<file path="src/rtl/cnn_pkg.sv">
// Shared definitions for the CNN datapath: default pixel format (signed Q2.14),
// window geometry defaults, the window element index function used by both
// the window generator and the convolution stage, and the generator FSM states.
package cnn_pkg;

  localparam int Q_INT_BITS          = 2;
  localparam int Q_FRAC_BITS         = 14;
  localparam int DEFAULT_DATA_WIDTH  = Q_INT_BITS + Q_FRAC_BITS;
  localparam int DEFAULT_KERNEL_SIZE = 5;

  typedef enum logic {
    FILL   = 1'b0,
    ACTIVE = 1'b1
  } win_state_e;

  // Flattened window element index; row 0 is the top line, col 0 the leftmost pixel.
  function automatic int win_idx(input int row, input int col,
                                 input int k = DEFAULT_KERNEL_SIZE);
    return row * k + col;
  endfunction

endpackage

</file>
<file path="src/rtl/conv_window_gen_if.sv">
// Stream interface between the pixel source, the window generator and the
// convolution stage.
//   pixel_in/pixel_valid/pixel_ready         raster-order pixel stream (into generator)
//   window_out/window_valid/window_ready     flattened KxK window stream (out of generator)
//   frame_done                               pulse after the last pixel of a frame
//   window_first/window_last                 only with WINDOW_GEN_FRAME_FLAGS_EN
// master = source/consumer side, slave = window generator.
interface conv_window_gen_if #(
  parameter int DATA_WIDTH  = 16,
  parameter int KERNEL_SIZE = 5
) ();

  logic [DATA_WIDTH-1:0]                        pixel_in;
  logic                                         pixel_valid;
  logic                                         pixel_ready;
  logic [DATA_WIDTH*KERNEL_SIZE*KERNEL_SIZE-1:0] window_out;
  logic                                         window_valid;
  logic                                         window_ready;
  logic                                         frame_done;
`ifdef WINDOW_GEN_FRAME_FLAGS_EN
  logic                                         window_first;
  logic                                         window_last;
`endif

  modport master (
`ifdef WINDOW_GEN_FRAME_FLAGS_EN
    input  window_first,
    input  window_last,
`endif
    output pixel_in,
    output pixel_valid,
    input  pixel_ready,
    input  window_out,
    input  window_valid,
    output window_ready,
    input  frame_done
  );

  modport slave (
`ifdef WINDOW_GEN_FRAME_FLAGS_EN
    output window_first,
    output window_last,
`endif
    input  pixel_in,
    input  pixel_valid,
    output pixel_ready,
    output window_out,
    output window_valid,
    input  window_ready,
    output frame_done
  );

endinterface

</file>
<file path="src/rtl/line_buffer.sv">
// One image line of delay: a DEPTH-deep shift register advanced only when en
// is high, so dout is the sample written DEPTH enabled cycles earlier.
// Contents are deliberately not reset; the generator never uses them before
// they have been refilled.
//   clock  rising-edge clock
//   en     shift enable (pixel accepted)
//   din    sample in
//   dout   sample from one line earlier
module line_buffer #(
  parameter int DEPTH      = 28,
  parameter int DATA_WIDTH = 16
) (
  input  logic                  clock,
  input  logic                  en,
  input  logic [DATA_WIDTH-1:0] din,
  output logic [DATA_WIDTH-1:0] dout
);

  logic [DATA_WIDTH-1:0] mem [DEPTH];

  always_ff @(posedge clock) begin
    if (en) begin
      mem[0] <= din;
      for (int i = 1; i < DEPTH; i++) begin
        mem[i] <= mem[i-1];
      end
    end
  end

  assign dout = mem[DEPTH-1];

endmodule

</file>
<file path="src/rtl/conv_window_gen.sv">
// Convolution window generator: takes a raster-order pixel stream, keeps
// KERNEL_SIZE-1 lines in chained line buffers and emits one flattened KxK
// window per valid output position (no padding, stride 1).
//   clock, reset_n   clock and asynchronous active-low reset
//   bus (slave)      pixel stream in, window stream out, frame_done pulse
// Optional macro WINDOW_GEN_FRAME_FLAGS_EN adds window_first/window_last.
//
// state  | meaning
// FILL   | rows 0..K-2 of the frame: lines are buffered, no windows produced
// ACTIVE | rows K-1..H-1: windows produced for columns K-1..W-1
module conv_window_gen
  import cnn_pkg::*;
#(
  parameter int KERNEL_SIZE  = DEFAULT_KERNEL_SIZE,
  parameter int DATA_WIDTH   = DEFAULT_DATA_WIDTH,
  parameter int IMAGE_WIDTH  = 28,
  parameter int IMAGE_HEIGHT = 28
) (
  input logic              clock,
  input logic              reset_n,
  conv_window_gen_if.slave bus
);

  localparam int K  = KERNEL_SIZE;
  localparam int WW = DATA_WIDTH * K * K;
  localparam int CW = $clog2(IMAGE_WIDTH);
  localparam int RW = $clog2(IMAGE_HEIGHT);

  localparam logic [CW-1:0] COL_LAST     = CW'(IMAGE_WIDTH - 1);
  localparam logic [CW-1:0] COL_WIN0     = CW'(K - 1);
  localparam logic [RW-1:0] ROW_LAST     = RW'(IMAGE_HEIGHT - 1);
  localparam logic [RW-1:0] ROW_WIN0     = RW'(K - 1);
  localparam logic [RW-1:0] ROW_FILL_END = RW'(K - 2);

  win_state_e state_q, state_d;

  logic [CW-1:0] col_q;
  logic [RW-1:0] row_q;
  logic          accept;
  logic          line_end;
  logic          last_px;
  logic          load_win;

  logic [DATA_WIDTH-1:0] lb_in   [K-1];
  logic [DATA_WIDTH-1:0] lb_out  [K-1];
  logic [DATA_WIDTH-1:0] col_new [K];
  logic [DATA_WIDTH-1:0] win_q   [K][K];
  logic [DATA_WIDTH-1:0] win_d   [K][K];
  logic [WW-1:0]         win_flat;

  logic [WW-1:0] win_out_q;
  logic          win_valid_q;
  logic          frame_done_q;

  assign accept   = bus.pixel_valid && bus.pixel_ready;
  assign line_end = (col_q == COL_LAST);
  assign last_px  = accept && line_end && (row_q == ROW_LAST);

  assign bus.pixel_ready  = !(win_valid_q && !bus.window_ready);
  assign bus.window_out   = win_out_q;
  assign bus.window_valid = win_valid_q;
  assign bus.frame_done   = frame_done_q;

  // Line buffer chain: buffer 0 holds the previous line, buffer K-2 the oldest.
  assign lb_in[0] = bus.pixel_in;
  for (genvar i = 1; i < K - 1; i++) begin : g_lb_chain
    assign lb_in[i] = lb_out[i-1];
  end

  for (genvar i = 0; i < K - 1; i++) begin : g_lb
    line_buffer #(
      .DEPTH      (IMAGE_WIDTH),
      .DATA_WIDTH (DATA_WIDTH)
    ) u_line_buffer (
      .clock (clock),
      .en    (accept),
      .din   (lb_in[i]),
      .dout  (lb_out[i])
    );
  end

  // Incoming column, top to bottom: oldest line first, live pixel last.
  for (genvar r = 0; r < K - 1; r++) begin : g_col
    assign col_new[r] = lb_out[K-2-r];
  end
  assign col_new[K-1] = bus.pixel_in;

  always_comb begin
    for (int r = 0; r < K; r++) begin
      for (int c = 0; c < K - 1; c++) begin
        win_d[r][c] = win_q[r][c+1];
      end
      win_d[r][K-1] = col_new[r];
    end
  end

  always_comb begin
    win_flat = '0;
    for (int r = 0; r < K; r++) begin
      for (int c = 0; c < K; c++) begin
        win_flat[DATA_WIDTH*win_idx(r, c, K) +: DATA_WIDTH] = win_d[r][c];
      end
    end
  end

  always_ff @(posedge clock or negedge reset_n) begin
    if (!reset_n) begin
      state_q <= FILL;
    end else begin
      state_q <= state_d;
    end
  end

  // Columns 0..K-2 would straddle the line wrap, so only col >= K-1 loads a window.
  always_comb begin
    state_d  = state_q;
    load_win = 1'b0;
    case (state_q)
      FILL: begin
        if (accept && line_end && (row_q == ROW_FILL_END)) begin
          state_d = ACTIVE;
        end
      end
      ACTIVE: begin
        load_win = accept && (col_q >= COL_WIN0);
        if (last_px) begin
          state_d = FILL;
        end
      end
      default: state_d = FILL;
    endcase
  end

  always_ff @(posedge clock or negedge reset_n) begin
    if (!reset_n) begin
      col_q <= '0;
      row_q <= '0;
    end else if (accept) begin
      if (line_end) begin
        col_q <= '0;
        row_q <= (row_q == ROW_LAST) ? '0 : row_q + 1'b1;
      end else begin
        col_q <= col_q + 1'b1;
      end
    end
  end

  always_ff @(posedge clock or negedge reset_n) begin
    if (!reset_n) begin
      for (int r = 0; r < K; r++) begin
        for (int c = 0; c < K; c++) begin
          win_q[r][c] <= '0;
        end
      end
    end else if (accept) begin
      win_q <= win_d;
    end
  end

  always_ff @(posedge clock or negedge reset_n) begin
    if (!reset_n) begin
      win_out_q    <= '0;
      win_valid_q  <= 1'b0;
      frame_done_q <= 1'b0;
    end else begin
      frame_done_q <= last_px;
      if (load_win) begin
        win_out_q   <= win_flat;
        win_valid_q <= 1'b1;
      end else if (bus.window_ready) begin
        win_valid_q <= 1'b0;
      end
    end
  end

`ifdef WINDOW_GEN_FRAME_FLAGS_EN
  logic first_q;
  logic last_q;

  always_ff @(posedge clock or negedge reset_n) begin
    if (!reset_n) begin
      first_q <= 1'b0;
      last_q  <= 1'b0;
    end else if (load_win) begin
      first_q <= (row_q == ROW_WIN0) && (col_q == COL_WIN0);
      last_q  <= last_px;
    end
  end

  assign bus.window_first = first_q;
  assign bus.window_last  = last_q;
`endif

endmodule

</file>
<file path="src/flat_wrapper.sv">
// flat-port wrapper written by rule: the top's interface ports become plain ports
module conv_window_gen_flat import cnn_pkg::*;
#(
  parameter int KERNEL_SIZE  = DEFAULT_KERNEL_SIZE,
  parameter int DATA_WIDTH   = DEFAULT_DATA_WIDTH,
  parameter int IMAGE_WIDTH  = 28,
  parameter int IMAGE_HEIGHT = 28
)
  (clock, reset_n, bus_pixel_in, bus_pixel_valid, bus_pixel_ready, bus_window_out, bus_window_valid, bus_window_ready, bus_frame_done);
  conv_window_gen_if #(.DATA_WIDTH(DATA_WIDTH), .KERNEL_SIZE(KERNEL_SIZE)) bus_i ();
  input logic clock;
  input logic reset_n;
  input wire logic [$bits(bus_i.pixel_in)-1:0] bus_pixel_in;
  input wire logic [$bits(bus_i.pixel_valid)-1:0] bus_pixel_valid;
  output wire logic [$bits(bus_i.pixel_ready)-1:0] bus_pixel_ready;
  output wire logic [$bits(bus_i.window_out)-1:0] bus_window_out;
  output wire logic [$bits(bus_i.window_valid)-1:0] bus_window_valid;
  input wire logic [$bits(bus_i.window_ready)-1:0] bus_window_ready;
  output wire logic [$bits(bus_i.frame_done)-1:0] bus_frame_done;
  assign bus_i.pixel_in = bus_pixel_in;
  assign bus_i.pixel_valid = bus_pixel_valid;
  assign bus_pixel_ready = bus_i.pixel_ready;
  assign bus_window_out = bus_i.window_out;
  assign bus_window_valid = bus_i.window_valid;
  assign bus_i.window_ready = bus_window_ready;
  assign bus_frame_done = bus_i.frame_done;
  conv_window_gen #(.KERNEL_SIZE(KERNEL_SIZE), .DATA_WIDTH(DATA_WIDTH), .IMAGE_WIDTH(IMAGE_WIDTH), .IMAGE_HEIGHT(IMAGE_HEIGHT)) u_core (.clock(clock), .reset_n(reset_n), .bus(bus_i));
endmodule
</file>
<file path="config.mk">
export PLATFORM = sky130hd
export DESIGN_NAME = conv_window_gen_flat
export DESIGN_NICKNAME = d
export VERILOG_FILES = /design/src/rtl/cnn_pkg.sv /design/src/rtl/conv_window_gen_if.sv /design/src/rtl/line_buffer.sv /design/src/rtl/conv_window_gen.sv /design/src/flat_wrapper.sv
export SDC_FILE = /design/constraint.sdc
export NUM_CORES = 2
export LEC_CHECK = 0
export CORE_ASPECT_RATIO = 1.5
export CORE_MARGIN = 3
export CORE_UTILIZATION = 44
export DETAILED_ROUTE_END_ITERATION = 16
export RECOVER_POWER = 100
export SLEW_MARGIN = 10
export SYNTH_ARGS = -nofsm -noshare
export SYNTH_HDL_FRONTEND = slang
export SYNTH_SLANG_ARGS = --single-unit
export TNS_END_PERCENT = 100
</file>
<file path="constraint.sdc">
create_clock -name clock -period 58.4 [get_ports clock]
set_input_delay 17.52 -clock clock [delete_from_list [all_inputs] [get_ports clock]]
set_output_delay 17.52 -clock clock [all_outputs]
set_load 0.02 [all_outputs]
</file>
==> results.json <==
{
  "status": "finished with violations",
  "violations": "capacitance limit, slew limit",
  "drive_gt1_share_pct": 16.1,
  "antenna_found_initial": 14,
  "synth_area_leader_cell": "edfxtp_1",
  "min_period_ns": 39.48,
  "cp_common_cell": "clkbuf_1",
  "tightest_slew_ns": 8.62,
  "netlist_area_um2": 83300,
  "start_kind": "input port",
  "r2r_setup_slack_ns": 35.65,
  "synthesis.nets": 3400,
  "crit_path_end": "u_core.g_lb[2].u_line_buffer.mem[0][8]",
  "io_buffers": 422,
  "fill_cells": 15100,
  "cts-root-buf": "clkbuf_16",
  "p_leak_nw": 37.8,
  "r2r-end": "u_core.g_lb[2].u_line_buffer.mem[0][8]",
  "syn_avg_cell_area_um2": 24.7,
  "worst_ep_arrival_time_ns": 39.80,
  "drc": 0,
  "skew_ns": 0.0730,
  "grt_usage_pct": 13.1,
  "crit_type": "in2reg",
  "ctsHoldBuffers": 0,
  "slew_headroom_pct": -475,
  "postSynthCellCount": 3377,
  "ys_seq_area_share_pct": 86.6,
  "die_area_um2": 195000,
  "cp_slowest_cell": "clkinvlp_2",
  "grt_overflow": 0,
  "worstPathCellList": "dlygate4sd3_1 > nor2b_1 > inv_1 > nand2_1 > clkinvlp_2 > clkbuf_1 > clkbuf_1 > clkbuf_1 > clkbuf_1 > clkbuf_1",
  "clk_latency_ns": 0.86,
  "grt_max_degree": 169,
  "power_density_nw_per_um2": 38.4,
  "clkTransAtPathRegs_ns": 0.06,
  "final_cell_mix": "edfxtp_1 (1792), dfrtp_1 (733), dlygate4sd3_1 (421), mux2_1 (393), mux2_2 (325)",
  "fin_crit_sh_pct": 67.6,
  "setup_viol": 0,
  "yosys_warnings": 0,
  "setup_ws_ns": 18.92,
  "cp.required_ns": 58.71,
  "cts.path.max_buffers": 4,
  "crit_start": "bus_window_ready",
  "setup_tns_ns": 0,
  "regArea_um2": 72200,
  "netlist.area_leader.share_pct": 64.6,
  "max_stage_delay_ns": 4.48,
  "yosys_register_bits": 2525,
  "grt_pass1_vias": 32600,
  "die_h_um": 539,
  "worstRegToRegCells": 9,
  "gp_congestion": 0.717,
  "cts_tree": "built",
  "synth_edf_count": 1792,
  "wl_per_cell_um": 19.3,
  "ios": 423,
  "drt_iter0_markers": 2499,
  "postCtsSetupBuffers": 0,
  "layout_commonest_cell": "edfxtp_1",
  "core_area_um2": 188000,
  "cts_resized": 0,
  "rows": 195,
  "dpl.hpwl_um": 73000,
  "synthArstFlopShare_pct": 29.0,
  "final_core_util_pct": 50.8,
  "layout.nets": 4011,
  "end_kind": "flop",
  "crit_path_max_fanout": 142,
  "report.final.slew_viol_count": 3324,
  "multi_input_area_um2": 8480,
  "hold_path_class": "reg2reg",
  "die_w_um": 361,
  "start_util_pct": 44.3,
  "cts.sinks": 2525,
  "worstReg2RegStart": "u_core.bus.window_valid",
  "viasPerCell": 4.78,
  "hold_violations": 0,
  "vdd_drop_max_mv": 0.0248,
  "area_delta_synth_final_pct": 14.8,
  "dr.pass1.iters": 4,
  "postRouteAntennaNets": 0,
  "grt_pass1_wl_um": 201000,
  "dp_slack_ns": 21.77,
  "rsz0062_at_grt": "no",
  "synthTopCellsByArea": "edfxtp_1 (65%), dfrtp_1 (22%), mux2_4 (7.2%)",
  "num_vias": 31700,
  "max_freq_mhz": 25.3,
  "wl_um": 128000,
  "cts_htree_levels": 4,
  "ys_types": 35,
  "cts_buffers": 227,
  "maxCapViolations": 43,
  "synth-main-ff-cell": "edfxtp_1"
}
-- cell usage after synthesis, types with 3 or more instances --
library cell  number
edfxtp_1        1792
ha_1               3
nor2_1             3
nand2_1            3
and3_1             3
inv_1              4
mux2_2           325
buf_2             10
mux2_4           400
buf_4             26
dfrtp_1          733
nand3_1            3
buf_12            44
-- critical path, delay by kind of cell --
| kind | cells | cell delay (ns) |
|---|---|---|
| buffers and inverters | 8 | 20.13 |
| AND/OR/NAND/NOR | 2 | 1.75 |
-- flip-flops by register name, indices dropped and copies added (netlist names) --
signal	flops
u_core.bus.window_out	400
u_core.g_lb.u_line_buffer.mem	1792
u_core.win_d	320
u_core.bus.frame_done	1
u_core.col_q	5
u_core.state_q	1
u_core.row_q	5
u_core.bus.window_valid	1
-- power by group --
group | internal [mW] | switching (mW) | total (mW)
logic | 0.0377 | 0.0484 | 0.0861
clock network | 0.851 | 0.633 | 1.48
registers | 2.05 | 0.0507 | 2.10
total | 2.94 | 0.732 | 3.67
-- area by class of cell --
type,instances,share of cell area (%)
Tap cell,2462,3.22
Antenna cell,5,0.0131
Clock inverter,135,1.49
Inverter,5,0.0209
Timing Repair Buffer,462,4.57
Sequential cell,2525,75.5
Clock buffer,279,6.32
Multi-Input combinational cell,767,8.88
-- cell families after synthesis --
family	count (synthesis)	synth area share [%]
flip-flops	2525	86.6
adder cells (fa/ha/maj)	3	0.0451
multiplexers	725	11.6
AO/OA/AOI/OAI	12	0.110
AND/OR/NAND/NOR	27	0.228
buffers and inverters	85	1.37
-- metal layers --
metal  GRT usage [%]  routed length, um  vias up
li1                -                  -    14200
met1            19.4              60500    16500
met2            18.6              55100      721
met3            4.19               9290      234
met4            4.21               3440        0
met5               0                  0        -
-- metrics by stage --
stage	hold slack (ns)	cells	area (um^2)	total power, mW
after global placement	0.400	6221	89800	2.22
after floorplan	0.400	3377	83300	2.23
final	0.347	6640	95600	3.67
after global routing	0.350	6636	95600	3.82
after detailed placement	0.405	6221	89800	2.23
after CTS	0.333	6635	97300	3.73
-- worst min-delay path by stage --
| stage | startpoint | end | cells past startpoint |
|---|---|---|---|
| 2_1_floorplan | u_core.g_lb[0].u_line_buffer.mem[0][84] | u_core.g_lb[0].u_line_buffer.mem[0][100] | 0 |
| 3_3_place_gp | u_core.g_lb[0].u_line_buffer.mem[0][2] | u_core.g_lb[0].u_line_buffer.mem[0][18] | 0 |
| 3_5_place_dp | u_core.g_lb[0].u_line_buffer.mem[0][103] | u_core.g_lb[0].u_line_buffer.mem[0][119] | 0 |
| 4_1_cts | u_core.g_lb[1].u_line_buffer.mem[1][173] | u_core.g_lb[1].u_line_buffer.mem[1][189] | 0 |
| 5_1_grt | u_core.g_lb[2].u_line_buffer.mem[0][72] | u_core.g_lb[2].u_line_buffer.mem[0][88] | 0 |
| 6_report | u_core.g_lb[1].u_line_buffer.mem[0][234] | u_core.g_lb[1].u_line_buffer.mem[0][250] | 0 |
Power figures use the tool's default switching activity.
